==> config.mk <==
export PLATFORM = sky130hd
export DESIGN_NAME = ram_writer
export DESIGN_NICKNAME = d
export VERILOG_FILES = /design/src/rtl/ram_writer.sv
export SDC_FILE = /design/constraint.sdc
export NUM_CORES = 1
export LEC_CHECK = 0
export ABC_AREA = 1
export BUFFER_PORTS_ARGS = -buffer_cell sky130_fd_sc_hd__buf_4
export CAP_MARGIN = 20
export CELL_PAD_IN_SITES_DETAIL_PLACEMENT = 0
export CELL_PAD_IN_SITES_GLOBAL_PLACEMENT = 1
export CORE_MARGIN = 2
export CORE_UTILIZATION = 42
export DETAILED_ROUTE_END_ITERATION = 12
export PLACE_DENSITY = 0.93
export SYNTH_ARGS = -nofsm -noshare
export SYNTH_HDL_FRONTEND = slang
export SYNTH_SLANG_ARGS = --single-unit
==> constraint.sdc <==
create_clock -name clk -period 3.33 [get_ports clk]
set_input_delay 0.1665 -clock clk [delete_from_list [all_inputs] [get_ports clk]]
set_output_delay 0.1665 -clock clk [all_outputs]
set_load 0.02 [all_outputs]
==> src/rtl/ram_writer.sv <==
// ram_writer: write-side front end for the 32K x 8 RAM.
// Takes a byte stream over a valid/ready handshake, or generates an
// incrementing fill pattern, and writes consecutive addresses starting at a
// programmable base.
// Ports:
//   clk, rst       clock and synchronous active-low reset
//   start, switch  begin a transfer (IDLE only); mode 0=stream, 1=fill
//   base_addr      first write address, latched at start
//   length         beats to write, clamped to 2**ADDR_W, latched at start
//   in_data        stream byte, or fill seed when start is taken
//   in_valid       stream byte valid
//   in_ready       writer accepts a stream byte this cycle
//   wr_en, address, data  registered RAM write port
//   busy, done     transfer active / one-cycle end pulse
//   count          beats accepted in the current or last transfer
module ram_writer #(
  parameter int unsigned ADDR_W = 15,
  parameter int unsigned DATA_W = 8,
  parameter int unsigned LEN_W  = 16
) (
  input  logic              clk,
  input  logic              rst,
  input  logic              start,
  input  logic              switch,
  input  logic [ADDR_W-1:0] base_addr,
  input  logic [LEN_W-1:0]  length,
  input  logic [DATA_W-1:0] in_data,
  input  logic              in_valid,
  output logic              in_ready,
  output logic              wr_en,
  output logic [ADDR_W-1:0] address,
  output logic [DATA_W-1:0] data,
  output logic              busy,
  output logic              done,
  output logic [LEN_W-1:0]  count
);

  localparam logic [LEN_W-1:0] MAX_LEN = LEN_W'(1) << ADDR_W;

  typedef enum logic [1:0] {
    S_IDLE  = 2'd0,
    S_WRITE = 2'd1,
    S_DONE  = 2'd2
  } state_t;

  state_t            r_state;
  state_t            w_next_state;
  logic [ADDR_W-1:0] r_addr;
  logic [LEN_W-1:0]  r_len;
  logic              r_mode;
  logic [DATA_W-1:0] r_pattern;
  logic [LEN_W-1:0]  r_count;
  logic              r_wr_en;
  logic [ADDR_W-1:0] r_address;
  logic [DATA_W-1:0] r_data;
  logic              r_done;
  logic              w_accept;
  logic              w_in_ready;
  logic              w_more;
  logic [LEN_W-1:0]  w_len_clamped;

  assign w_more        = (r_count < r_len);
  assign w_len_clamped = (length > MAX_LEN) ? MAX_LEN : length;

  // Next-state and acceptance decode
  always_comb begin
    w_next_state = r_state;
    w_accept     = 1'b0;
    w_in_ready   = 1'b0;
    case (r_state)
      S_IDLE: begin
        if (start) w_next_state = S_WRITE;
      end
      S_WRITE: begin
        if (!w_more) begin
          w_next_state = S_DONE;
        end else if (r_mode) begin
          // Fill mode: one implicit beat per cycle, stream input ignored
          w_accept = 1'b1;
        end else begin
          w_in_ready = 1'b1;
          w_accept   = in_valid;
        end
      end
      S_DONE: begin
        w_next_state = S_IDLE;
      end
      default: begin
        w_next_state = S_IDLE;
      end
    endcase
  end

  // State register
  always_ff @(posedge clk) begin
    if (!rst) r_state <= S_IDLE;
    else      r_state <= w_next_state;
  end

  // Transfer context and registered write port
  always_ff @(posedge clk) begin
    if (!rst) begin
      r_addr    <= '0;
      r_len     <= '0;
      r_mode    <= 1'b0;
      r_pattern <= '0;
      r_count   <= '0;
      r_wr_en   <= 1'b0;
      r_address <= '0;
      r_data    <= '0;
      r_done    <= 1'b0;
    end else begin
      r_wr_en <= w_accept;
      r_done  <= (r_state == S_WRITE) && (w_next_state == S_DONE);
      if ((r_state == S_IDLE) && start) begin
        r_addr  <= base_addr;
        r_len   <= w_len_clamped;
        r_mode  <= switch;
        r_count <= '0;
        if (switch) r_pattern <= in_data;
      end
      if (w_accept) begin
        r_address <= r_addr;
        r_data    <= r_mode ? r_pattern : in_data;
        // Address and pattern wrap naturally at their register widths
        r_addr    <= r_addr + ADDR_W'(1);
        r_count   <= r_count + LEN_W'(1);
        if (r_mode) r_pattern <= r_pattern + DATA_W'(1);
      end
    end
  end

  assign in_ready = w_in_ready;
  assign wr_en    = r_wr_en;
  assign address  = r_address;
  assign data     = r_data;
  assign busy     = (r_state != S_IDLE);
  assign done     = r_done;
  assign count    = r_count;

endmodule

======== Word-level counts from Yosys, hierarchy flattened ========
Index checks and enable logic that the tools add are counted.
word-level totals
  bits in registers ....................... 83
  latch bits .............................. 0
  bits in writable memories ............... 0
  bits in read-only memories .............. 0
  input port bits ......................... 44
  output and inout bits ................... 43
  word-level logic and storage cells ...... 41
  memories ................................ 0
cells by class
  $add $sub $neg .......................... 3
  multiply operators ...................... 0
  divide/modulo/power cells ............... 0
  magnitude comparators ................... 2
  eq/ne operators ......................... 2
  shift operators ......................... 0
  mux-type cells .......................... 19
  bitwise gates (word level) .............. 0
  reductions and logical operators ........ 5
operators by type and width
  cell                                                             count
  16-bit two-way mux                                               3
  8-bit two-way mux                                                5
  15-bit two-way mux                                               2
  16-bit by 1-bit adder with 16-bit output, second input constant  1
  16-bit greater-than comparator, second input constant            1
  16-bit less-than comparator                                      1
  15-bit by 1-bit adder with 15-bit output, second input constant  1
  8-bit by 1-bit adder with 8-bit output, second input constant    1
  1-bit two-way mux                                                6
  2-bit two-way mux                                                2
  2-bit one-hot mux with 2 select lines                            1
  2-bit nonzero test                                               2
  2-bit by 1-bit == test with 1-bit output, second input constant  1
  2-bit == test, second input constant                             1
  1-bit logical AND                                                2
  2-bit logical NOT                                                1

======== Depth between registers and ports, before layout ========
  word-level depth ........................ 5
  mapped depth ............................ 15
  mapped depth without buffers ............ 14

======== Worst setup path before layout ========
Ideal clock, no wire load.
  path kind ............................... flip-flop to output port
  start point ............................. register r_count[9], in the netlist count[9]
  end point ............................... output port in_ready
  arrival ................................. 1.956 ns
  required time ........................... 3.164 ns
  slack ................................... 1.207 ns
  cell stages (with the launch flop) ...... 12
  buffers on the path ..................... 1
  path through ............................ dfxtp_1 > ha_1 > nand2_1 > inv_1 > o21ai_1 > nand2_1 > nand2_1 > nand3_1 > a21oi_2 > buf_2 > nand2_1 > nor2_1
between the ends
  longest elaborated chain between the ends .. 3
RTL lines
  item                         line  source
  from (decl)                  52    logic [LEN_W-1:0] r_count;
  from (signal assigned)       127   r_count <= r_count + LEN_W'(1);
  16-bit less-than comparator  62    assign w_more = (r_count < r_len);
  1-bit two-way mux            75    if (!w_more) begin
  1-bit two-way mux            70    case (r_state)
  to (decl)                    29    output logic in_ready,
No other way between the ends.

======== Worst setup path in the final report ========
  start point ............................. register r_count[5], in the netlist count[5]
  end point ............................... register r_count[13], in the netlist count[13]
between the ends
  longest elaborated chain between the ends .. 4
  elaborated cells on any way between the ends .. 6
  those cells by class .................... 1 x add/sub; 1 x order compare; 3 x mux; 1 x reduce/logical
RTL lines
  item                                                      line
  16-bit less-than comparator                               62
  1-bit two-way mux                                         75
  1-bit two-way mux                                         70
  16-bit two-way mux or 2-bit nonzero test (tied branches)  --
Parallel ways exist; a longest one is shown, timed or not.
A chain may end at the register's enable or synchronous reset.

==> results_dict.tcl <==
set metrics [dict create \
    antenna_found_initial 0 \
    required_ps 3630 \
    grt_pass1_wl_um 19800 \
    via_per_inst 5.22 \
    antenna_cells 0 \
    cp_top_family "simple AND/OR/NAND/NOR gates" \
    layout-drive-gt1-share 0.176 \
    synth_area_um2 4560 \
    path_max_fanout 59 \
    r2r-start "count[5]" \
    fin_area_um2 5550 \
    dpl_cell_area_um2 5320 \
    seq_area_frac_synth 0.365 \
    period_share 0.839 \
    top_usage_layer "met2" \
    use_met1 0.287 \
    start_kind "flop" \
    setup_viol 0 \
    core_area_um2 10700 \
    max_freq_ghz 0.358 \
    cts_tree "yes" \
    ant_nets 0 \
    portBuffers 86 \
    yosysWarnings 0 \
    synth_edf_count 0 \
    power_leakage_uw 0.00251 \
    fin_util 0.519 \
    min_path_type "in -> reg" \
    hold_slack_ps 89.8 \
    clk_latency_ps 360 \
    dp_hpwl_um 8070 \
    syn_nets 719 \
    slew_viol_final 0 \
    final_nets 794 \
    cp.arrival_ps 3090 \
    power_density_nw_per_um2 420 \
    worst_pin_slew_ps 1030 \
    cts.repair.resized 0 \
    initial_core_util 0.426 \
    use_met2 0.335 \
    dieArea_um2 11700 \
    synth_area_leaders "dfxtp_1, nand2_1, a21oi_1" \
    cts_root_buf "clkbuf_8" \
    overflow 0 \
    hold_path_end "r_addr[12]" \
    period_needed_ps 2790 \
    first_iter_violations 261 \
    routabilityCongestion 0.880 \
    drv_cap 0 \
    yosys.area.top_type "dfxtp_1" \
    areaGrowthSynthToFinish_pct 21.8 \
    cts.sinks 83 \
    htreeDepth 3 \
    rsz0062_at_grt "no" \
    clkTransAtPathRegs_ps 90 \
    cts_inserted_buffers 9 \
    fp.dieW_um 108 \
    io-pin-count 87 \
    status "finished clean" \
    yosys.cell_types.count 30 \
    synthFlopType "dfxtp_1" \
    reg2reg_depth 10 \
    syn_inst 657 \
    postSynthAreaPerCell_um2 6.93 \
    setup_tns_ps 0 \
    die_height_um 108 \
    hp-start "base_addr[12]" \
    num_vias 4576 \
    r2r-end "count[13]" \
    wl_per_cell_um 13.6 \
    fin_worst_skew_ps 10.5 \
    synthArstFlopShare 0 \
    num_rows 38 \
    ctsHoldBuffers 0 \
    slowest_stage "nand4_4" \
    drc 0 \
    cp_common_cell "a21oi_1" \
    finalHoldViolCount 0 \
    yosys_register_bits 83 \
    grt_use_met3 0.0410 \
    grt_max_degree 64 \
    firstDrtPassIters 7 \
    worst_path_largest_cell_delay_ps 610 \
    grt_pass1_vias 4216 \
    maxSlewHeadroom 0.312 \
    vdd_drop_max_mv 0.183 \
    grt_use_total 0.209 \
    wl_um 11900 \
    crit_path_end_kind "flop" \
    synth_top_cell_area_share 0.365 \
    clockBufferDepth 2 \
    hold_path_depth 5 \
    synth.top_cells.by_count "nand2_1, dfxtp_1, inv_1" \
    rrSetupSlack_ps 540 \
    synth_most_common_cell "nand2_1" \
    path_buf_inv 1 \
    fill_cells 1049 \
    post_cts_buffers 0 \
    path_class "reg -> reg" \
    path_cells "ha_1 -> a21oi_1 -> nor2_1 -> nor3_1 -> nand2_1 -> nand2_2 -> nand4_4 -> buf_4 -> or2_1 -> a21oi_1" \
]
==> routing by layer <==
layer / vias up / routed length, um
li1: 2322 / -
met1: 2107 / 5650
met2: 136 / 5470
met3: 11 / 641
met4: 0 / 155
met5: - / 0
==> stage by stage <==
stage	total power (uW)	instances	worst slack (ps)
6_report	2330	877	536
5_1_grt	2450	877	200
4_1_cts	2350	877	547
3_5_place_dp	1520	861	580
3_3_place_gp	1510	861	636
2_1_floorplan	1380	657	1210
==> cell type report <==
| class | instances | area, um2 | area share |
|---|---|---|---|
| clock buffer | 9 | 124 | 0.0223 |
| clock inverter | 7 | 101 | 0.0183 |
| inverter | 81 | 304 | 0.0548 |
| multi-input combinational | 456 | 2420 | 0.437 |
| sequential | 83 | 1660 | 0.299 |
| tap | 140 | 175 | 0.0316 |
| timing repair buffer | 101 | 758 | 0.137 |
==> registers in the layout, summed over array words and instances (netlist names) <==
register and cells:
address 15, count 16, data 8, done 1, r_addr 15, r_len 16, r_mode 1, r_pattern 8
r_state 2, wr_en 1
==> cells by family after synthesis <==
family                     count (synthesis)  synth area share
AOI/OAI and AO/OA                        111             0.131
muxes                                      1           0.00247
and+or+nand+nor                          300             0.299
buffers and inverters                    118             0.103
DFF                                       83             0.365
adders and majority gates                 18            0.0494
xor gates and xnor gates                  26            0.0500
==> worst max-delay path by stage <==
stage                         from   endpoint  depth (start not counted)
final                     count[5]  count[13]                         10
after global routing      count[5]  count[13]                         10
after CTS                 count[5]  count[13]                         10
after detailed placement  count[5]  count[13]                         10
after global placement    count[9]  count[13]                         10
after floorplan           count[9]   in_ready                         11
==> worst reg2reg max path: cells and delay by family, from the launching register on <==
kind	cells	cell delay [ps]
compound gates	2	250
flops	1	450
buf+inv	1	480
simple gates	6	1260
fa+ha+maj	1	280
==> placed cells by master, fill, tap and decap left out, types with 2 or more instances in the layout <==
cell type / instances
a211oi_1: 14
a21oi_1: 65
a21oi_2: 2
buf_4: 101
bufinv_16: 2
clkbuf_8: 9
clkinv_4: 2
clkinvlp_4: 2
dfxtp_1: 83
ha_1: 18
inv_1: 77
inv_2: 4
nand2_1: 119
nand2_2: 2
nand3_1: 60
nand4_1: 34
nor2_1: 60
nor3_1: 8
nor4_1: 6
o21ai_0: 23
o21ai_1: 7
or2_1: 5
xnor2_1: 6
xor2_1: 20
==> power breakdown <==
group / total [uW] / internal (uW) / leakage (uW) / switching (uW)
combinational: 410 / 153 / 0.00173 / 257
sequential: 1090 / 1050 / 0.000678 / 42.2
clock: 831 / 427 / 0.000106 / 404
Power figures use the tool's default switching activity.
